### config.mk
export PLATFORM = sky130hd
export DESIGN_NAME = if_id_queue
export DESIGN_NICKNAME = d
export VERILOG_FILES = /design/src/rtl/if_id_queue.sv
export SDC_FILE = /design/constraint.sdc
export NUM_CORES = 1
export LEC_CHECK = 0
export ABC_AREA = 0
export CAP_MARGIN = 20
export CORE_UTILIZATION = 35
export CTS_BUF_LIST = sky130_fd_sc_hd__clkbuf_4 sky130_fd_sc_hd__clkbuf_8
export DETAILED_ROUTE_END_ITERATION = 6
export PLACE_DENSITY = 0.57
export SLEW_MARGIN = 20
export SYNTH_ARGS = -nofsm -noshare
export SYNTH_HDL_FRONTEND = slang
export SYNTH_SLANG_ARGS = --single-unit
### constraint.sdc
create_clock -name clk -period 16.37 [get_ports clk]
set_input_delay 3.274 -clock clk [delete_from_list [all_inputs] [get_ports clk]]
set_output_delay 3.274 -clock clk [all_outputs]
set_load 0.03 [all_outputs]
### src/rtl/if_id_queue.sv
// IF->ID instruction queue: DEPTH-entry circular buffer of {pc, inst}
// with valid/ready on both sides; a flush from EX empties it in one cycle.
module if_id_queue #(
   parameter int                ADDR_W   = 32,
   parameter int                INST_W   = 32,
   parameter int                DEPTH    = 4,
   parameter logic [INST_W-1:0] NOP_INST = '0
) (
   input  logic                     clk,
   input  logic                     rst,
   input  logic [ADDR_W-1:0]        pc_i,
   input  logic [INST_W-1:0]        inst_i,
   input  logic                     valid_i,
   output logic                     ready_o,
   input  logic                     flush_i,
   input  logic                     ready_i,
   output logic                     valid_o,
   output logic [ADDR_W-1:0]        pc_o,
   output logic [INST_W-1:0]        inst_o,
   output logic [$clog2(DEPTH):0]   count_o
);

   localparam int PW = $clog2(DEPTH);
   localparam int CW = PW + 1;

   logic [ADDR_W-1:0] pc_mem   [DEPTH];
   logic [INST_W-1:0] inst_mem [DEPTH];
   logic [PW-1:0]     rd_ptr;
   logic [PW-1:0]     wr_ptr;
   logic [CW-1:0]     count;
   logic              push;
   logic              pop;

   assign ready_o = (count != CW'(DEPTH));
   assign valid_o = (count != '0);
   assign pc_o    = pc_mem[rd_ptr];
   assign inst_o  = valid_o ? inst_mem[rd_ptr] : NOP_INST;
   assign count_o = count;

   assign push = valid_i & ready_o & ~flush_i;
   assign pop  = valid_o & ready_i & ~flush_i;

   // Flush keeps slot contents; valid_o=0 already masks them.
   always_ff @(posedge clk) begin
      if (!rst) begin
         rd_ptr <= '0;
         wr_ptr <= '0;
         count  <= '0;
         for (int i = 0; i < DEPTH; i++) begin
            pc_mem[i]   <= '0;
            inst_mem[i] <= '0;
         end
      end else if (flush_i) begin
         rd_ptr <= '0;
         wr_ptr <= '0;
         count  <= '0;
      end else begin
         if (push) begin
            pc_mem[wr_ptr]   <= pc_i;
            inst_mem[wr_ptr] <= inst_i;
            wr_ptr           <= wr_ptr + PW'(1);
         end
         if (pop) begin
            rd_ptr <= rd_ptr + PW'(1);
         end
         unique case ({push, pop})
            2'b10:   count <= count + CW'(1);
            2'b01:   count <= count - CW'(1);
            default: count <= count;
         endcase
      end
   end

endmodule

==> flow_metrics.env, run 1 <==
export IMPL_pwr_share_seq_pct=53.6
export IMPL_syn_area_um2=11900
export IMPL_htree_levels=2
export IMPL_cts_buffers_inserted=45
export IMPL_synthToLayoutAreaGrowth_pct=20.9
export IMPL_synth_nets=801
export IMPL_dr_pass1_iters=4
export IMPL_synthCells=730
export IMPL_async_reset_ff_share_pct=0
export IMPL_yosysUniqueCellTypes=28
export IMPL_drtIter0Drc=390
export IMPL_leakage_uw=0.00560
export IMPL_p_switching_uw=324
export IMPL_slew_violations=0
export IMPL_critPathMaxFanout=33
export IMPL_setup_viol=0
export IMPL_seq_area_frac_synth_pct=66.4
export IMPL_vias=6652
export IMPL_postSynthAreaPerCell_um2=16.2
export IMPL_io_buffers=137
export IMPL_hpwl_um=14800
export IMPL_viasPerCell=4.99
export IMPL_drive_gt1_share_pct=17.4
export IMPL_finalNetCount=930
export IMPL_final_period_utilization_pct=41.3
export IMPL_rows=67
export IMPL_grt_pass1_wl_um=41800
export IMPL_r2r_slack_ps=13620
export IMPL_gp_congestion=0.701
export IMPL_switching_share_pct=22.2
export IMPL_synth_area_leaders="edfxtp_1 (65%), mux4_2 (12%), and3_1 (10%), and2_1 (3.4%), buf_6 (2.6%)"
export IMPL_max_slew_margin_pct=29.1
export IMPL_wl_um=27600
export IMPL_power_density_nw_per_um2=102
export IMPL_grt_usage_pct=16.4
export IMPL_path_cells="buf_4 -> mux4_2 -> nor2b_1 -> clkdlybuf4s50_1"
export IMPL_cap_viol_max_count=0
export IMPL_yosys_area_top_type="edfxtp_1"
export IMPL_synth_seq_cells=265
export IMPL_wl_per_cell_um=20.7
export IMPL_clock_power_share_pct=38.5
export IMPL_drc=0
export IMPL_power_internal_uw=1130
export IMPL_die_width_um=186
export IMPL_postCtsHoldBufs=0
export IMPL_die_y_um=186
export IMPL_r2r_start="count_o[0]"
export IMPL_cts_resized=0
export IMPL_dieArea_um2=34600
export IMPL_grt_max_degree=141
export IMPL_antenna_found_initial=2
export IMPL_critical_path_class="register to primary output"
export IMPL_clock_sinks=265
export IMPL_cp_data_arrival_time_ps=3480
export IMPL_final_setup_skew_ps=19.1
export IMPL_hold_start="rd_ptr[1]"
export IMPL_synth_ff_type="edfxtp_1"
export IMPL_synth_top_area_share_pct=64.9
export IMPL_pin_count=138
export IMPL_rsz0062_at_grt="false"
export IMPL_irDropWorstVdd_uv=46.2
export IMPL_drtAntennaViolNets=0
export IMPL_status="finished clean"
export IMPL_cts_root_buf="clkbuf_8"
export IMPL_postCtsSetupRepairBufs=0
export IMPL_crit_path_top_delay_cell="dfxtp_4"
export IMPL_synth_edf_count=256
export IMPL_r2r_worst_path_cells=5
export IMPL_fin_util_pct=42.8
export IMPL_critical_path_top_delay_family="buffers and inverters"
export IMPL_critPathMaxStageDelay_ps=790
export IMPL_period_needed_ps=6760
export IMPL_insertion_delay_ps=540
export IMPL_cp_required_ps=13100
export IMPL_fmax_mhz=148
export IMPL_r2r_end="pc_mem[0][1]"
export IMPL_hold_path_class="register to register"
export IMPL_gr_total_overflow=0
export IMPL_hold_violations=0
export IMPL_cts_tree="built"
export IMPL_path_buf_inv=2
export IMPL_worst_slew_pin_transition_ps=1060
export IMPL_tns_ps=0
export IMPL_start_util_pct=35.4
export IMPL_critPathLaunchType="register"
export IMPL_core_area_um2=33400
export IMPL_ys_warn_count=0
export IMPL_grt_pass1_vias=6965
export IMPL_combPwrFrac_pct=7.9
export IMPL_critPathCaptureType="primary output"
export IMPL_min_delay_path_depth=2
export IMPL_cts_buffer_depth=3
export IMPL_clkTransAtPathRegs_ps=60
[worst max path at each step]
| stage | startpoint | endpoint | slack, ps | cells after the start |
|---|---|---|---|---|
| global placement | rst | pc_mem[0][26] | 10030 | 4 |
| CTS | register | inst_o[30] | 9440 | 4 |
| finish | register | inst_o[30] | 9610 | 4 |
| global route | register | inst_o[1] | 9340 | 4 |
| floorplan | valid_i | inst_mem[2][0] | 7440 | 3 |
| detailed placement | rst | inst_mem[0][27] | 9920 | 4 |
[cells in the mapped netlist, types with 2 or more instances]
library cell,number
a21oi_1,4
and2_1,64
and3_1,192
buf_2,7
buf_6,27
clkbuf_1,30
dfxtp_1,9
edfxtp_1,256
inv_1,6
mux4_2,64
nand2_1,2
nand2b_1,2
nand3_1,2
nor2_1,10
nor2b_1,33
o21ai_0,5
o31ai_1,3
or3_1,2
xor2_1,3
[routing by layer]
layer / GRT usage, % / vias up / routed length, um
met2: 27.3 / 158 / 13700
met3: 3.40 / 41 / 1340
met5: 0 / - / 0
li1: - / 3082 / -
met1: 21.0 / 3371 / 11900
met4: 6.00 / 0 / 652
[sequential cells by signal, summed over array words and instances, names as in the netlist, named ones only]
signal / count
inst_mem: 128
count_o: 3
wr_ptr: 2
pc_mem: 128
rd_ptr: 2
[kinds of logic after synthesis]
group,after synthesis,share of synthesized area [%]
mux,64,12.2
xor+xnor,3,0.222
fa+ha+maj,2,0.275
buf+inv,73,4.13
simple gates,310,16.2
compound gates,13,0.644
flops,265,66.4
[per-stage QoR]
step	setup WS, ps	cell area (um^2)	hold WS (ps)	std cells	power [uW]
final	9610	14300	496	1334	1460
after global routing	9340	14300	556	1334	1510
after CTS	9440	14300	494	1332	1480
after detailed placement	9920	13500	481	1260	913
after global placement	10030	13500	468	1260	911
after floorplan	7440	11900	459	730	861
[tightest hold or removal path, stage by stage (launching register included)]
cell and delay, ps:
dfxtp_1 300, o21ai_0 70, a21oi_1 80
[cell usage in the layout, fill, tap and decap left out, types with 2 or more instances in the layout]
master           synthesis  routed
buf_4                    1      10
edfxtp_1               256     256
mux4_2                  64      64
or3_1                    2       2
xor2_1                   3       3
clkdlybuf4s50_1          0     137
dfxtp_4                  0       2
nand3_1                  2       2
o31ai_4                  0       2
diode_2                  0       2
and3_1                 192     192
clkinv_1                 0       6
nor2b_1                 33      33
a21oi_1                  4       4
o21ai_0                  5       3
dfxtp_1                  9       7
o21ai_4                  0       2
nor2_1                  10       7
nand2b_1                 2       2
nor2_4                   0       3
inv_1                    6       6
and2_1                  64      64
clkbuf_4                 0      17
nand2_1                  2       2
clkbuf_8                 0      46
[area by class of cell]
| cell class | count | area, um^2 |
|---|---|---|
| Inverter | 7 | 26.3 |
| Timing Repair Buffer | 148 | 1460 |
| Tap cell | 448 | 561 |
| Clock inverter | 9 | 66.3 |
| Sequential cell | 265 | 7880 |
| Fill cell | 2997 | 19100 |
| Clock buffer | 63 | 761 |
| Antenna cell | 2 | 5.00 |
| Multi-Input combinational cell | 392 | 3570 |
[power groups by stage]
stage	combinational [uW]	sequential, uW	clock, uW
floorplan	64.1	797	0
global placement	117	795	0
detailed placement	117	796	0
CTS	118	782	577
global route	123	784	604
finish	115	781	562
Note: power is estimated with default switching activity, not from simulation.
==> run 2: changes to the inputs <==
==> constraint.sdc (replaced) <==
create_clock -name clk -period 6.4 [get_ports clk]
set_input_delay 1.28 -clock clk [delete_from_list [all_inputs] [get_ports clk]]
set_output_delay 1.28 -clock clk [all_outputs]
set_load 0.03 [all_outputs]
==> run 2 against run 1 <==
Against the previous run:
- setup slack worse by 7800 ps
- via count up 0.92%
- critical path depth is 1 lower
- utilization up 0.39 points
- combinational power rose to 2.6 times the previous value
- first-iteration DRC count decreased by 8.2%
- clock power increased to 2.7 times the previous value
- flip-flop and latch count unchanged
- clock skew is 6.8 ps higher
- global-route usage decreased by 0.11 points
- critical path type unchanged
- highest routed layer unchanged
==> flow_metrics.env, run 2 (synthesized netlist as in run 1, its figures left out) <==
export IMPL_status="finished clean"
export IMPL_final_cell_mix="edfxtp_1 (256), and3_1 (192), clkdlybuf4s50_1 (137)"
export IMPL_grt_usage_pct=16.3
export IMPL_rsz0062_at_grt="false"
export IMPL_instances_no_fill=1344
export IMPL_cap_viol_max_count=0
export IMPL_drtAntennaViolNets=0
export IMPL_hold_violations=0
export IMPL_grt_pass1_wl_um=41800
export IMPL_dr_pass1_iters=4
export IMPL_slew_violations=0
export IMPL_vias=6713
export IMPL_cp_data_arrival_time_ps=3280
export IMPL_postCtsSetupRepairBufs=0
export IMPL_postCtsHoldBufs=0
export IMPL_clock_sinks=265
export IMPL_dp_cells=1261
export IMPL_synthToLayoutAreaGrowth_pct=22.0
export IMPL_hold_slack_ps=483
export IMPL_wl_um=27700
export IMPL_insertion_delay_ps=540
export IMPL_leakage_uw=0.00566
export IMPL_rows=67
export IMPL_core_area_um2=33400
export IMPL_critPathCaptureType="primary output"
export IMPL_htree_levels=2
export IMPL_r2r_worst_path_cells=3
export IMPL_viasPerCell=4.99
export IMPL_dieArea_um2=34600
export IMPL_drc=0
export IMPL_cts_tree="built"
export IMPL_cp_required_ps=5120
export IMPL_cts_buffer_depth=3
export IMPL_antenna_found_initial=0
export IMPL_gr_total_overflow=0
export IMPL_cts_resized=0
export IMPL_clkTransAtPathRegs_ps=50
export IMPL_grt_pass1_vias=7125
export IMPL_start_util_pct=35.4
export IMPL_critical_path_class="register to primary output"
export IMPL_cts_root_buf="clkbuf_8"
export IMPL_fmax_mhz=219
export IMPL_die_width_um=186
export IMPL_io_buffers=137
export IMPL_final_setup_skew_ps=25.9
export IMPL_gp_congestion=0.719
export IMPL_fillers=3015
export IMPL_irDropWorstVdd_uv=132
export IMPL_fin_total_pwr_uw=3810
export IMPL_wl_per_cell_um=20.6
export IMPL_final_period_utilization_pct=71.3
export IMPL_power_density_nw_per_um2=264
export IMPL_final_common_cell="edfxtp_1"
export IMPL_hold_path_class="register to register"
export IMPL_drtIter0Drc=358
export IMPL_hpwl_um=14800
export IMPL_critPathMaxFanout=44
export IMPL_pin_count=138
export IMPL_cts_buffers_inserted=46
export IMPL_die_y_um=186
export IMPL_grt_max_degree=194
export IMPL_period_needed_ps=4560
export IMPL_worst_slew_pin_transition_ps=1040
export IMPL_max_slew_margin_pct=30.4
export IMPL_n_antenna_cell=0
export IMPL_critPathLaunchType="register"
export IMPL_finalNetCount=933
export IMPL_min_delay_path_depth=2
export IMPL_drive_gt1_share_pct=18.1
export IMPL_setup_viol=0
run 2: cell types whose count changed in the layout (fill, tap and decap cells not counted), sizes merged:
| cell | delta |
|---|---|
| buf | +2 |
| clkinv | +9 |
| diode | -2 |
| clkinvlp | +1 |
| clkbuf | +1 |
| inv | -1 |
run 2: power breakdown:
group / total [uW] / switching (uW) / internal (uW)
combinational: 294 / 165 / 129
clock: 1520 / 672 / 845
sequential: 2000 / 22.4 / 1980
total: 3810 / 860 / 2950
run 2: final timing paths:
check	slack, ps	end	startpoint
hold reg to reg	480	register	rd_ptr[1]
setup reg to reg	3890	pc_mem[3][8]	wr_ptr[0]
hold / removal	480	register	rd_ptr[1]
setup / recovery	1840	pc_o[12]	register
run 2: critical path, cell delays in order, from the launching register on:
cell             delay (ps)
dfxtp_4                1000
buf_4                   540
mux4_2                  560
clkdlybuf4s50_1         630
run 2: area by class of cell:
| class | count | area [um^2] | area share (%) |
|---|---|---|---|
| inverters | 7 | 26.3 | 0.182 |
| clock inverters | 18 | 105 | 0.727 |
| multi-input cells | 392 | 3570 | 24.7 |
| well taps | 448 | 561 | 3.88 |
| clock buffers | 64 | 800 | 5.53 |
| flip-flops and latches | 265 | 7880 | 54.5 |
| repair buffers | 150 | 1510 | 10.5 |
run 2: per-stage QoR:
| stage | TNS (ps) | instance area, um^2 | setup WS (ps) | util [%] |
|---|---|---|---|---|
| 3_3_place_gp | 0 | 13500 | 2270 | 40.4 |
| 4_1_cts | 0 | 14400 | 1670 | 43.1 |
| 3_5_place_dp | 0 | 13500 | 2260 | 40.4 |
| 5_1_grt | 0 | 14500 | 1570 | 43.2 |
| 2_1_floorplan | -69060 | 11900 | -540 | - |
| 6_report | 0 | 14500 | 1840 | 43.2 |
run 2: routing by layer:
layer  vias up  routed length [um]  global-route usage (%)
met2       155               14100                    28.6
li1       3093                   -                       -
met4         0                 447                    4.56
met3        32                1260                    2.78
met5         -                   0                       0
met1      3433               11900                    20.5
